## config.mk

```make
export PLATFORM = sky130hd
export DESIGN_NAME = pc_sequencer_flat
export DESIGN_NICKNAME = d
export VERILOG_FILES = /design/src/rtl/pc_sequencer_if.sv /design/src/rtl/pc_sequencer.sv /design/src/flat_wrapper.sv
export SDC_FILE = /design/constraint.sdc
export NUM_CORES = 1
export LEC_CHECK = 0
export BUFFER_PORTS_ARGS = -buffer_cell sky130_fd_sc_hd__buf_2
export CORE_ASPECT_RATIO = 0.8
export CORE_MARGIN = 10
export CORE_UTILIZATION = 40
export DETAILED_ROUTE_END_ITERATION = 8
export GPL_TIMING_DRIVEN = 1
export PLACE_DENSITY_LB_ADDON = 0.25
export SYNTH_ARGS = -nofsm -noshare
export SYNTH_HDL_FRONTEND = slang
export SYNTH_SLANG_ARGS = --single-unit
```

## constraint.sdc

```tcl
create_clock -name clk_i -period 2.3 [get_ports clk_i]
set_input_delay 0 -clock clk_i [delete_from_list [all_inputs] [get_ports clk_i]]
set_output_delay 0 -clock clk_i [all_outputs]
set_load 0.005 [all_outputs]
```

## src/rtl/pc_sequencer_if.sv

```systemverilog
// Fetch-sequencer bus: EX redirect, hazard stall and imem handshake in,
// fetch PC and pipeline control strobes out.
interface pc_sequencer_if;
  logic        ex_redirect;
  logic [31:0] ex_target;
  logic        ld_use_stall;
  logic        imem_ready;
  logic [31:0] pc;
  logic        imem_req;
  logic        pc_write;
  logic        if_id_flush;
  logic        id_ex_flush;

  // Pipeline side: drives EX/hazard/imem inputs, observes fetch controls
  modport master (
    output ex_redirect, ex_target, ld_use_stall, imem_ready,
    input  pc, imem_req, pc_write, if_id_flush, id_ex_flush
  );

  // Sequencer side
  modport slave (
    input  ex_redirect, ex_target, ld_use_stall, imem_ready,
    output pc, imem_req, pc_write, if_id_flush, id_ex_flush
  );
endinterface

```

## src/rtl/pc_sequencer.sv

```systemverilog
// pc_sequencer: owns the fetch PC and arbitrates redirect > load-use stall >
// imem wait. Misaligned redirect targets trap into HALT until reset.
// Optional feature macro: PCSEQ_PERF_EN adds saturating redirect/stall counters.
module pc_sequencer #(
  parameter logic [31:0] RESET_PC = 32'h0000_0000
`ifdef PCSEQ_PERF_EN
  , parameter int CNT_W = 32
`endif
) (
  input  logic             clk_i,
  input  logic             rstn_i,
  pc_sequencer_if.slave    bus,
  output logic [1:0]       seq_state_o,
  output logic             misalign_err_o
`ifdef PCSEQ_PERF_EN
  , output logic [CNT_W-1:0] redirect_cnt_o,
  output logic [CNT_W-1:0] stall_cnt_o
`endif
);

  typedef enum logic [1:0] {
    S_BOOT  = 2'd0,
    S_FETCH = 2'd1,
    S_WAIT  = 2'd2,
    S_HALT  = 2'd3
  } state_e;

  state_e      state_q, state_d;
  logic [31:0] pc_q, pc_d;
  logic        err_q, err_d;

  // Per-cycle decisions, shared by the datapath and counters
  logic active;      // FETCH or WAIT
  logic redir_ok;    // aligned redirect accepted
  logic redir_bad;   // misaligned redirect -> trap
  logic advance;     // sequential pc+4
  logic held;        // active cycle, no redirect, pc not written

  // State register
  always_ff @(posedge clk_i or negedge rstn_i) begin
    if (!rstn_i) state_q <= S_BOOT;
    else         state_q <= state_d;
  end

  // Next-state logic: redirect beats stall beats memory wait
  always_comb begin
    state_d = state_q;
    unique case (state_q)
      S_BOOT: state_d = S_FETCH;
      S_FETCH, S_WAIT: begin
        if (bus.ex_redirect)
          state_d = (bus.ex_target[1:0] != 2'b00) ? S_HALT : S_FETCH;
        else if (bus.ld_use_stall)
          state_d = state_q;
        else if (bus.imem_ready)
          state_d = S_FETCH;
        else
          state_d = S_WAIT;
      end
      S_HALT: state_d = S_HALT;
      default: state_d = S_BOOT;
    endcase
  end

  // Output logic: Mealy strobes, all zero outside FETCH/WAIT
  always_comb begin
    active    = (state_q == S_FETCH) || (state_q == S_WAIT);
    redir_ok  = 1'b0;
    redir_bad = 1'b0;
    advance   = 1'b0;
    held      = 1'b0;
    if (active) begin
      if (bus.ex_redirect) begin
        if (bus.ex_target[1:0] == 2'b00) redir_ok  = 1'b1;
        else                             redir_bad = 1'b1;
      end else if (!bus.ld_use_stall && bus.imem_ready) begin
        advance = 1'b1;
      end else begin
        held = 1'b1;
      end
    end
    bus.imem_req    = active;
    bus.pc_write    = redir_ok | advance;
    bus.if_id_flush = active & bus.ex_redirect;
    bus.id_ex_flush = active & bus.ex_redirect;
  end

  // PC / sticky-error next values; low pc bits are forced to zero
  always_comb begin
    pc_d  = pc_q;
    err_d = err_q | redir_bad;
    if (redir_ok)     pc_d = {bus.ex_target[31:2], 2'b00};
    else if (advance) pc_d = pc_q + 32'd4;
  end

  // PC and misalign flag registers
  always_ff @(posedge clk_i or negedge rstn_i) begin
    if (!rstn_i) begin
      pc_q  <= {RESET_PC[31:2], 2'b00};
      err_q <= 1'b0;
    end else begin
      pc_q  <= pc_d;
      err_q <= err_d;
    end
  end

  assign bus.pc         = pc_q;
  assign seq_state_o    = state_q;
  assign misalign_err_o = err_q;

`ifdef PCSEQ_PERF_EN
  logic [CNT_W-1:0] rcnt_q, rcnt_d, scnt_q, scnt_d;

  // Saturating counter next values
  always_comb begin
    rcnt_d = rcnt_q;
    scnt_d = scnt_q;
    if (redir_ok && (rcnt_q != {CNT_W{1'b1}})) rcnt_d = rcnt_q + 1'b1;
    if (held     && (scnt_q != {CNT_W{1'b1}})) scnt_d = scnt_q + 1'b1;
  end

  // Counter registers, cleared only by reset
  always_ff @(posedge clk_i or negedge rstn_i) begin
    if (!rstn_i) begin
      rcnt_q <= '0;
      scnt_q <= '0;
    end else begin
      rcnt_q <= rcnt_d;
      scnt_q <= scnt_d;
    end
  end

  assign redirect_cnt_o = rcnt_q;
  assign stall_cnt_o    = scnt_q;
`endif

endmodule
```

## src/flat_wrapper.sv

```systemverilog
// flat-port wrapper written by rule: the top's interface ports become plain ports
module pc_sequencer_flat 
#(
  parameter logic [31:0] RESET_PC = 32'h0000_0000

)
  (clk_i, rstn_i, seq_state_o, misalign_err_o, bus_ex_redirect, bus_ex_target, bus_ld_use_stall, bus_imem_ready, bus_pc, bus_imem_req, bus_pc_write, bus_if_id_flush, bus_id_ex_flush);
  pc_sequencer_if bus_i ();
  input  logic clk_i;
  input  logic rstn_i;
  output logic [1:0] seq_state_o;
  output logic misalign_err_o;
  input wire logic [$bits(bus_i.ex_redirect)-1:0] bus_ex_redirect;
  input wire logic [$bits(bus_i.ex_target)-1:0] bus_ex_target;
  input wire logic [$bits(bus_i.ld_use_stall)-1:0] bus_ld_use_stall;
  input wire logic [$bits(bus_i.imem_ready)-1:0] bus_imem_ready;
  output wire logic [$bits(bus_i.pc)-1:0] bus_pc;
  output wire logic [$bits(bus_i.imem_req)-1:0] bus_imem_req;
  output wire logic [$bits(bus_i.pc_write)-1:0] bus_pc_write;
  output wire logic [$bits(bus_i.if_id_flush)-1:0] bus_if_id_flush;
  output wire logic [$bits(bus_i.id_ex_flush)-1:0] bus_id_ex_flush;
  assign bus_i.ex_redirect = bus_ex_redirect;
  assign bus_i.ex_target = bus_ex_target;
  assign bus_i.ld_use_stall = bus_ld_use_stall;
  assign bus_i.imem_ready = bus_imem_ready;
  assign bus_pc = bus_i.pc;
  assign bus_imem_req = bus_i.imem_req;
  assign bus_pc_write = bus_i.pc_write;
  assign bus_if_id_flush = bus_i.if_id_flush;
  assign bus_id_ex_flush = bus_i.id_ex_flush;
  pc_sequencer #(.RESET_PC(RESET_PC)) u_core (.clk_i(clk_i), .rstn_i(rstn_i), .bus(bus_i), .seq_state_o(seq_state_o), .misalign_err_o(misalign_err_o));
endmodule
```

; After elaboration in Yosys (flattened, before gate mapping)
; Cells that the tools add are included.
[totals]
regBits = 35
in_bits = 37
out_inout_bits = 39
[classes]
add_sub_neg = 1
n_eq_ne = 4
muxes = 16
bitwise_logic = 3
reduce_logical = 8
[ops]
columns = cell, n
row1 = $mux W32, 2
row2 = $add A32 B3 Y32 const B, 1
row3 = $mux W1, 9
row4 = $mux W2, 4
row5 = $pmux W2 S3, 1
row6 = $eq A2 B2 Y1 const B, 2
row7 = $logic_not A2 Y1, 2
row8 = $reduce_bool A2 Y1, 2
row9 = $ne A3 B3 Y1 const B, 1
row10 = $eq A2 B1 Y1 const B, 1
row11 = $or A1 B1 Y1, 2
row12 = $reduce_or A2 Y1, 1
row13 = $and A1 B1 Y1, 1
row14 = $logic_and A1 B1 Y1, 1
row15 = $logic_not A1 Y1, 1
row16 = $logic_or A1 B1 Y1, 1

; Depth between registers and ports, before layout
; Gate-level depths: netlist (run 1).
[depth]
word_depth = 7
ltp_mapped = 8
ltp_nobuf = 7

; Worst setup path before layout (run 1)
; OpenSTA, ideal clock, no wires.
[synth_path]
path_type = register to register
start = register u_core.state_q[0], in the netlist u_core.seq_state_o[0]
end = register u_core.pc_q[27], in the netlist u_core.bus.pc[27]
arrival_ns = 1.886
t_required_ns = 2.163
slack_ns = 0.277
stages_incl_launch_ff = 9
n_path_buf = 1
period_less_slack_ns = 2.023
path_cell_list = dfrtp_1 inv_1 ha_1 nand4bb_1 buf_2 nor3_2 and3b_1 xnor2_1 a21oi_1
[synth_via]
elab_chain_cells = 4
word_cells_on_any_way = 7
[synth_rtl]
columns = element, line
row1 = start: declaration, pc_sequencer.sv:28  ; state_e state_q, state_d;
row2 = start signal: assignment, pc_sequencer.sv:42  ; else state_q <= state_d;
row3 = $eq A2 B1 Y1 / $eq A2 B2 Y1 (equally long branches), pc_sequencer.sv:67  ; active = (state_q == S_FETCH) || (state_q == S_WAIT);
row4 = $logic_or A1 B1 Y1 (*), pc_sequencer.sv:67
row5 = via bus_imem_req, flat_wrapper.sv:18  ; output wire logic [$bits(bus_i.imem_req)-1:0] bus_imem_req;
row6 = $mux W1, pc_sequencer.sv:72  ; if (active) begin
row7 = $mux W32 / $reduce_bool A2 Y1 (equally long branches), -
row8 = end signal: assignment, pc_sequencer.sv:99  ; pc_q <= {RESET_PC[31:2], 2'b00};
row9 = end signal: assignment, pc_sequencer.sv:102  ; pc_q <= pc_d;
row10 = end: declaration, pc_sequencer.sv:29  ; logic [31:0] pc_q, pc_d;
; The timed path passes the listed nets; every way through them passes the cells marked *.
; A chain may end at the register's enable or synchronous reset.

; Worst setup path in the final report (run 1)
[layout_path]
start = register u_core.state_q[1], in the netlist u_core.seq_state_o[1]
end = register u_core.pc_q[10], in the netlist u_core.bus.pc[10]
[layout_via]
elab_chain_cells = 4
word_cells_on_any_way = 7
[layout_rtl]
columns = element, line
row1 = $eq A2 B1 Y1 / $eq A2 B2 Y1 (equally long branches), pc_sequencer.sv:67
row2 = $logic_or A1 B1 Y1 (*), pc_sequencer.sv:67
row3 = $mux W1, pc_sequencer.sv:72
row4 = $mux W32 / $reduce_bool A2 Y1 (equally long branches), -
; Every way passes the cells marked *; elsewhere a longest branch is shown, timed or not.

==> results of run 1 <==
-- path summary, 6_finish.rpt --
kind                                                   end                               from
max                          u_core.bus.pc[10]$_DFFE_PN0P_  u_core.seq_state_o[1]$_DFFE_PN0P_
min                           u_core.bus.pc[4]$_DFFE_PN0P_                   bus_ex_target[4]
max reg2reg                  u_core.bus.pc[10]$_DFFE_PN0P_  u_core.seq_state_o[1]$_DFFE_PN0P_
min reg2reg                u_core.misalign_err_o$_DFF_PN0_    u_core.misalign_err_o$_DFF_PN0_
max in group asynchronous    u_core.bus.pc[28]$_DFFE_PN0P_                             rstn_i
min in group asynchronous    u_core.bus.pc[11]$_DFFE_PN0P_                             rstn_i
-- sequential cells by signal (all words and copies together) (netlist names) --
name and cells:
u_core.bus.pc 30, u_core.misalign_err_o 1, u_core.seq_state_o 2
-- power by group --
part,switching [uW],internal (uW)
logic,580,599
registers,372,845
clock network,205,237
total,1160,1680
-- synthesized netlist by cell type (2+ instances only) --
cell type / count
nand2_1: 35
dfrtp_1: 33
nor2_1: 19
o21ai_0: 19
xor2_1: 16
nand3_1: 11
nand4_1: 10
a21oi_1: 8
xnor2_1: 8
and3_1: 5
clkbuf_1: 4
inv_1: 4
nor3_1: 4
buf_4: 3
ha_1: 3
nor4_4: 3
a31oi_1: 2
and4_1: 2
nand4bb_1: 2
nor3_2: 2
nor4_1: 2
o21ai_1: 2
-- critical path, cell delays in order, from the launching register on --
cell and delay (ns):
dfrtp_1 0.41, inv_1 0.06, ha_1 0.29, nand4bb_1 0.32, buf_4 0.29, nand2_1 0.15
o21ai_0 0.11, a221o_2 0.33
-- repair_timing --
action | in CTS | in global routing
endpoints found under the setup margin | 0 | 6
hold buffers | 30 | 0
endpoints found under the hold margin | 62 | 0
gates resized for setup | 0 | 0
-- metal layers --
metal	GRT usage	routed length [um]	vias up
li1	-	-	998
met1	0.192	2880	924
met2	0.213	2670	65
met3	0.0406	354	7
met4	0.0388	57	0
met5	0	0	-
-- placed cells by master, fill, tap and decap left out, types with 2 or more instances in the layout --
cell type,n
xnor2_1,8
nor2_1,19
nor3_2,3
and3_1,5
xor2_1,16
nand4_1,10
nand2_1,35
nor3_1,3
nand3_1,11
nor4_4,3
dfrtp_1,33
a31oi_1,2
o21ai_1,2
dlygate4sd3_1,30
nor4_1,2
ha_1,3
clkbuf_8,6
conb_1,2
buf_4,5
nand4bb_1,2
a21oi_1,8
buf_2,73
inv_1,4
and4_1,2
o21ai_0,19
-- per-stage QoR --
stage / hold WS [ns] / util
finish: 0.00762 / 0.603
global route: 0.0345 / 0.603
CTS: 0.00677 / 0.603
detailed placement: 0.118 / 0.521
global placement: 0.112 / 0.521
floorplan: -0.296 / -
-- area by class of cell --
| cell class | count | area (um^2) | share of cell area |
|---|---|---|---|
| sequential | 33 | 826 | 0.291 |
| inverter | 4 | 15.0 | 0.00529 |
| tap | 60 | 75.1 | 0.0264 |
| timing repair buffer | 109 | 723 | 0.255 |
| clock buffer | 7 | 86.3 | 0.0304 |
| multi-input combinational | 173 | 1110 | 0.392 |
-- cells by family (layout without fill, tap and decap cells) --
kind of cell,count (synthesis),in the layout,synth area share
flip-flops,33,33,0.412
AO/OA/AOI/OAI,41,41,0.122
adder cells (fa/ha/maj),3,3,0.0187
other,1,2,0.00187
AND/OR/NAND/NOR,103,103,0.304
XOR/XNOR,24,24,0.105
buffers and inverters,14,120,0.0368
==> reports/results.ini, run 1 <==
[outcome]
status=finished clean

[timing]
max_freq_mhz=483
finClkSkew_ns=0.00711
setup-tns-final_ns=0
setup_viol=0
fin_crit_sh=0.901
period_needed_ns=2.07
maxSlewViolCount=0
rsz0062_at_grt=no
tightest_slew_ns=0.765
setup_ws_ns=0.228
final_hold_viol_count=0
max_slew_margin=0.490

[global_routing]
track_usage=0.142
grt_overflow=0
grt_pass1_vias=2073
grt_pass1_wl_um=9940
antenna_found_initial=0
grt_max_degree=40

[logic_synthesis]
synth_ff_type=dfrtp_1
yosysWarnings=0
async_reset_ff_frac=1.00
ys_top_cells_by_area=dfrtp_1, xor2_1, nand2_1, o21ai_0, nor2_1
synthCells=219
synth_edf_count=0
yosysTopAreaCell=dfrtp_1
syn-cell-area_mm2=0.00200
yosysSeqAreaShare=0.412
syn_avg_cell_area_um2=9.15
synth_top_area_share=0.412
synth_cell_types=44
ys_seq_elements=33

[critical_path]
endpoint_kind=flop
rrSetupSlack_ns=0.23
path_class=reg2reg
reg2reg_depth=7
crit_fanout=7
worstPathArrival_ns=2.25
cp.required_ns=2.48
startpoint_type=flop

[die]
pin_count=76
num_rows=22
dieArea_mm2=0.00826
die_h_um=83.3
core_area_mm2=0.00471
dieWidth_um=99.1
start_util=0.426

[routing]
dr.first_iter.drc_count=119
vias_per_cell=5.17
drc=0
drt_wl_total_um=5960
first_pass_iters=4
antenna_left=0
wl_per_cell_um=15.5
num_vias=1994

[finish]
antennaDiodeCount=0
final_cells=386
drive_gt1_frac=0.304
fin_area_mm2=0.00284
nets=366
syn2layout_area_growth_pct=41.6
nFillCells=444

[clock_tree]
path_clk_slew_ns=0.07
cts_max_path_buffers=2
cts.htree.levels=2
root_buffer=clkbuf_8
cts.sinks=33
cts_tree=done
clock_latency_ns=0.29
post_cts_buffers=0
cts_made_buffers=5

[placed_design]
gp_congestion=0.823
dp_cells=349
place_worst_setup_slack_ns=0.142
portBuffers=73
place_hpwl_um=4410
detailed_place.area_mm2=0.00245

[power]
power_density_mw_per_mm2=1000
finalPower_uw=2840
p_leak_uw=0.00128
vdd_drop_max_uv=607

[job]
maxCapViolCount=0

[hold_path]
hold_depth=3
hold_path_class=in2reg

Power figures use the tool's default switching activity.
==> run 2: changes to the inputs <==
--- a/config.mk
+++ b/config.mk
@@ -5,6 +5,7 @@
 export SDC_FILE = /design/constraint.sdc
 export NUM_CORES = 1
 export LEC_CHECK = 0
+export ABC_AREA = 1
 export BUFFER_PORTS_ARGS = -buffer_cell sky130_fd_sc_hd__buf_2
 export CORE_ASPECT_RATIO = 0.8
 export CORE_MARGIN = 10
==> run 2 against run 1 <==
  * Non-clock buffer count is 8 lower
  * Sequential share of layout area is 3.5 points lower
  * Cell area is 14% higher
  * Total power is 5.3% higher
  * Register-to-register slack better by 0.22 ns
  * Flip-flop and latch count stayed put
  * Global-route usage is 2.2 points higher
  * Worst setup slack better by 0.22 ns
  * Fmax is 12% higher
  * Sequential power is 7% lower
  * Synthesized cell count is 78% higher
  * Combinational power is 20% higher
==> reports/results.ini, run 2 <==
[timing]
finClkSkew_ns=0.00625
maxSlewViolCount=0
setup-tns-final_ns=0
fin_crit_sh=0.804
max_freq_mhz=541
max_slew_margin=0.487
final_hold_viol_count=0
period_needed_ns=1.85
setup_ws_ns=0.451
setup_viol=0
rsz0062_at_grt=no
tightest_slew_ns=0.770

[die]
num_rows=25
pin_count=76
start_util=0.418
dieWidth_um=108
dieArea_mm2=0.00982
die_h_um=90.6
core_area_mm2=0.00597

[outcome]
status=finished clean

[clock_tree]
root_buffer=clkbuf_8
cts.htree.levels=2
cts_tree=done
clock_latency_ns=0.29
cts_made_buffers=5
post_cts_buffers=0
cts_max_path_buffers=2
path_clk_slew_ns=0.07
cts.sinks=33

[finish]
syn2layout_area_growth_pct=29.3
largest_register_ffs=30
nets=525
utilization=0.540
antennaDiodeCount=0
layout_common_cells=nand2_1, buf_2, nor2_1, nand3_1, inv_1
final_common_cell=nand2_1
drive_gt1_frac=0.237

[routing]
num_vias=2721
antenna_left=0
dr.first_iter.drc_count=243
drc=0
first_pass_iters=4
vias_per_cell=4.80
drt_wl_total_um=7540
wl_per_cell_um=13.3

[critical_path]
startpoint_type=flop
cp.required_ns=2.54
rr_startpoint=u_core.seq_state_o[0]$_DFFE_PN0P_
path_class=reg2reg
crit_fanout=18
worstSetupStartpoint=u_core.seq_state_o[0]$_DFFE_PN0P_
worstPathArrival_ns=2.08
endpoint_kind=flop

[hold_path]
hold_path_class=in2reg
hp-start=bus_ex_target[16]

[logic_synthesis]
synth_edf_count=0
synth_most_common_cell=nand2_1
yosysSeqAreaShare=0.331
syn_avg_cell_area_um2=6.41
syn-cell-area_mm2=0.00249
async_reset_ff_frac=1.00
yosysTopAreaCell=dfrtp_1
synth_ff_type=dfrtp_1
synth_common_cells=nand2_1, nor2_1, nand3_1, inv_1, dfrtp_1
synth_cell_types=33
yosysWarnings=0
ys_seq_elements=33
synthCells=389
ys_top_cells_by_area=dfrtp_1, nand2_1, nand3_1, nor2_1, inv_1
synth_top_area_share=0.331

[global_routing]
antenna_found_initial=0
grt_overflow=0
track_usage=0.163
grt_max_degree=34
grt_pass1_wl_um=13400
grt_pass1_vias=2842

[power]
p_leak_uw=0.00162
vdd_drop_max_uv=553
power_density_mw_per_mm2=927
finalPower_uw=2990

[placed_design]
place_worst_setup_slack_ns=0.453
portBuffers=73
gp_congestion=0.919
place_hpwl_um=5800

[job]
maxCapViolCount=0

## run 2: through the flow
step | instances | hold WS [ns] | cell area [um^2]
2_1_floorplan | 390 | -0.296 | 2500
3_3_place_gp | 535 | 0.123 | 2900
3_5_place_dp | 535 | 0.129 | 2900
4_1_cts | 567 | 0.00874 | 3230
5_1_grt | 567 | 0.0258 | 3230
6_report | 567 | 0.00708 | 3230
## run 2: cell type report
class,instances,area [um^2]
Tap cell,81,101
Clock buffer,6,72.6
Clock inverter,2,10.0
Inverter,40,150
Multi-Input combinational cell,304,1430
Sequential cell,33,826
Timing Repair Buffer,101,636
Fill cell,611,2750
## run 2: cell families after synthesis
| family | Yosys count | synth area share |
|---|---|---|
| buffers and inverters | 53 | 0.0973 |
| adder cells (fa/ha/maj) | 3 | 0.0150 |
| flip-flops | 33 | 0.331 |
| XOR/XNOR | 4 | 0.0140 |
| AND/OR/NAND/NOR | 261 | 0.460 |
| AO/OA/AOI/OAI | 34 | 0.0807 |
| other | 1 | 0.00150 |
## run 2: final timing paths
path                                              endpoint  slack [ns]  cells past startpoint
setup / recovery             u_core.bus.pc[12]$_DFFE_PN0P_        0.45                     11
hold / removal               u_core.bus.pc[16]$_DFFE_PN0P_       0.007                      5
setup reg to reg             u_core.bus.pc[12]$_DFFE_PN0P_        0.45                     11
hold reg to reg            u_core.misalign_err_o$_DFF_PN0_        0.47                      1
max in group asynchronous    u_core.bus.pc[16]$_DFFE_PN0P_        1.49                      2
min in group asynchronous    u_core.bus.pc[22]$_DFFE_PN0P_        0.31                      2
## run 2: power by group
part | leakage, uW | internal (uW) | switching (uW) | total [uW]
registers | 0.000399 | 814 | 314 | 1130
logic | 0.00118 | 603 | 821 | 1420
clock network | 0.0000450 | 210 | 225 | 435
## run 2: repair_timing
item,4_1_cts,5_1_grt
endpoints found under the hold margin,56,0
hold buffers,24,0
gates resized for setup,0,0
## run 2: layer usage
layer / GRT usage / wire [um] / share of wire / vias up
met5: 0 / 0 / 0 / -
met4: 0.0439 / 42 / 0.0056 / 0
li1: - / - / - / 1407
met2: 0.252 / 3350 / 0.44 / 88
met3: 0.0456 / 642 / 0.085 / 6
met1: 0.216 / 3510 / 0.46 / 1220
## run 2: worst max-delay path, cell delays in order, from the launching register on
cell	delay (ns)
dfrtp_1	0.36
inv_1	0.06
ha_1	0.33
nand2_1	0.10
inv_2	0.05
nand2_2	0.21
nand2_2	0.09
inv_2	0.27
nand2_1	0.10
nand3_1	0.10
o21ai_1	0.06
nand2_1	0.05
==> run 3: changes to the inputs <==
==> constraint.sdc (replaced) <==
create_clock -name clk_i -period 1.8 [get_ports clk_i]
set_input_delay 0 -clock clk_i [delete_from_list [all_inputs] [get_ports clk_i]]
set_output_delay 0 -clock clk_i [all_outputs]
set_load 0.005 [all_outputs]
==> run 3 against run 2 <==
  * Global-route usage up 0.22 points
  * Flip-flop and latch count unchanged
  * Worst setup slack worse by 0.34 ns
  * Via count up 1.6%
  * Total power up 35%
  * Sequential power up 28%
  * Die area unchanged
  * Clock-buffer cell count up 1
  * Core utilization up 0.86 points
  * Cell area up 1.6%
  * First-iteration DRC count down 6.2%
  * Combinational power up 37%
  * Critical path type unchanged
  * Largest cell class unchanged
==> reports/results.ini, run 3 (synthesis results as in run 2) <==
[routing]
wl_per_cell_um=13.9
drc=0
drt_wl_total_um=7910
vias_per_cell=4.87
antenna_left=0
dr.first_iter.drc_count=228
num_vias=2764
first_pass_iters=4

[timing]
max_slew_margin=0.467
setup_viol=0
setup-tns-final_ns=0
finClkSkew_ns=0.00724
final_hold_viol_count=0
tightest_slew_ns=0.800
fin_crit_sh=0.938
rsz0062_at_grt=no
setup_ws_ns=0.111
maxSlewViolCount=0
period_needed_ns=1.69
max_freq_mhz=592

[die]
start_util=0.418
dieWidth_um=108
num_rows=25
dieArea_mm2=0.00982
pin_count=76
core_area_mm2=0.00597
die_h_um=90.6

[clock_tree]
root_buffer=clkbuf_8
cts.sinks=33
path_clk_slew_ns=0.07
cts_tree=done
cts.htree.levels=2
cts_made_buffers=5
clock_latency_ns=0.29
cts_max_path_buffers=2

[critical_path]
startpoint_type=flop
rr_startpoint=u_core.seq_state_o[1]$_DFFE_PN0P_
path_class=reg2reg
cp_top_family=buffers and inverters
path_cells=inv_1 -> ha_4 -> nand2_1 -> inv_2 -> nand2_4 -> inv_2 -> buf_6 -> nand2_1 -> nand3_1 -> nand2_1 -> inv_1
cp.required_ns=2.04
reg2reg_depth=11
rrSetupSlack_ns=0.11
slowest_delay_ns=0.37
crit_fanout=12
worstPathArrival_ns=1.93
endpoint_kind=flop
slowest_stage=dfrtp_1
cp_common_cell=nand2_1
r2r_end=u_core.bus.pc[16]$_DFFE_PN0P_
crit_buf_inv=5

[finish]
nets=526
antennaDiodeCount=0
nFillCells=608
layout_common_cells=nand2_1, buf_2, nor2_1, nand3_1, inv_1
drive_gt1_frac=0.253
syn2layout_area_growth_pct=31.3
final_common_cell=nand2_1
largest_register_ffs=30
utilization=0.548
final_cells=568
fin_area_mm2=0.00328

[outcome]
status=finished clean

[placed_design]
portBuffers=73
detailed_place.area_mm2=0.00295
place_hpwl_um=6180
gp_congestion=0.987
dp_cells=540
place_worst_setup_slack_ns=0.0584

[global_routing]
grt_overflow=0
grt_pass1_wl_um=13400
antenna_found_initial=0
grt_pass1_vias=2789
grt_max_degree=34
track_usage=0.166

[power]
power_density_mw_per_mm2=1230
vdd_drop_max_uv=635
p_leak_uw=0.00165

[hold_path]
hold_path_class=in2reg
hp-start=bus_ex_target[21]
min_to=u_core.bus.pc[21]$_DFFE_PN0P_
hold_depth=5

[job]
maxCapViolCount=0

## run 3: worst max path at each step
stage                                 startpoint                            end  slack [ns]  cells past startpoint
2_1_floorplan  u_core.seq_state_o[0]$_DFFE_PN0P_  u_core.bus.pc[11]$_DFFE_PN0P_        0.18                     10
3_3_place_gp   u_core.seq_state_o[0]$_DFFE_PN0P_  u_core.bus.pc[16]$_DFFE_PN0P_         0.1                     11
3_5_place_dp   u_core.seq_state_o[1]$_DFFE_PN0P_  u_core.bus.pc[16]$_DFFE_PN0P_        0.06                     11
4_1_cts        u_core.seq_state_o[1]$_DFFE_PN0P_                   bus_pc_write        0.02                      8
5_1_grt        u_core.seq_state_o[0]$_DFFE_PN0P_   u_core.bus.pc[5]$_DFFE_PN0P_       0.008                      9
6_report       u_core.seq_state_o[1]$_DFFE_PN0P_  u_core.bus.pc[16]$_DFFE_PN0P_        0.11                     11
## run 3: area by class of cell
| cell class | instances | area [um^2] | share of cell area |
|---|---|---|---|
| Multi-Input combinational cell | 304 | 1450 | 0.442 |
| Sequential cell | 33 | 826 | 0.252 |
| Timing Repair Buffer | 102 | 651 | 0.199 |
| Inverter | 40 | 150 | 0.0458 |
| Tap cell | 81 | 101 | 0.0309 |
| Clock buffer | 7 | 96.3 | 0.0294 |
| Clock inverter | 1 | 5.00 | 0.00153 |
## run 3: power by group
group,switching (uW),internal (uW),total (uW)
logic,1090,846,1940
clock network,293,346,639
registers,407,1040,1450
## run 3: tightest hold or removal path: cells and delay by family
family | cells | cell delay, ns
AND/OR/NAND/NOR | 4 | 0.18
buffers and inverters | 1 | 0.08
## run 3: repair_timing
item | 4_1_cts | 5_1_grt
hold buffers | 19 | 0
gates resized for setup | 0 | 4
endpoints found under the hold margin | 51 | 0
endpoints found under the setup margin | 0 | 23
buffers inserted | 0 | 1
## run 3: per-stage QoR
step	power, uW	hold slack, ns
6_report	4020	0.00346
5_1_grt	4400	0.0228
4_1_cts	3990	0.000365
3_5_place_dp	3310	0.133
3_3_place_gp	3280	0.120
2_1_floorplan	2540	-0.296
## run 3: metal layers
metal,part of all wire,up-vias,GRT usage,wire (um)
met3,0.091,9,0.0456,717
met4,0.0091,0,0.0373,72
met5,0,-,0,0
met2,0.45,105,0.263,3570
met1,0.45,1235,0.217,3550
li1,-,1415,-,-
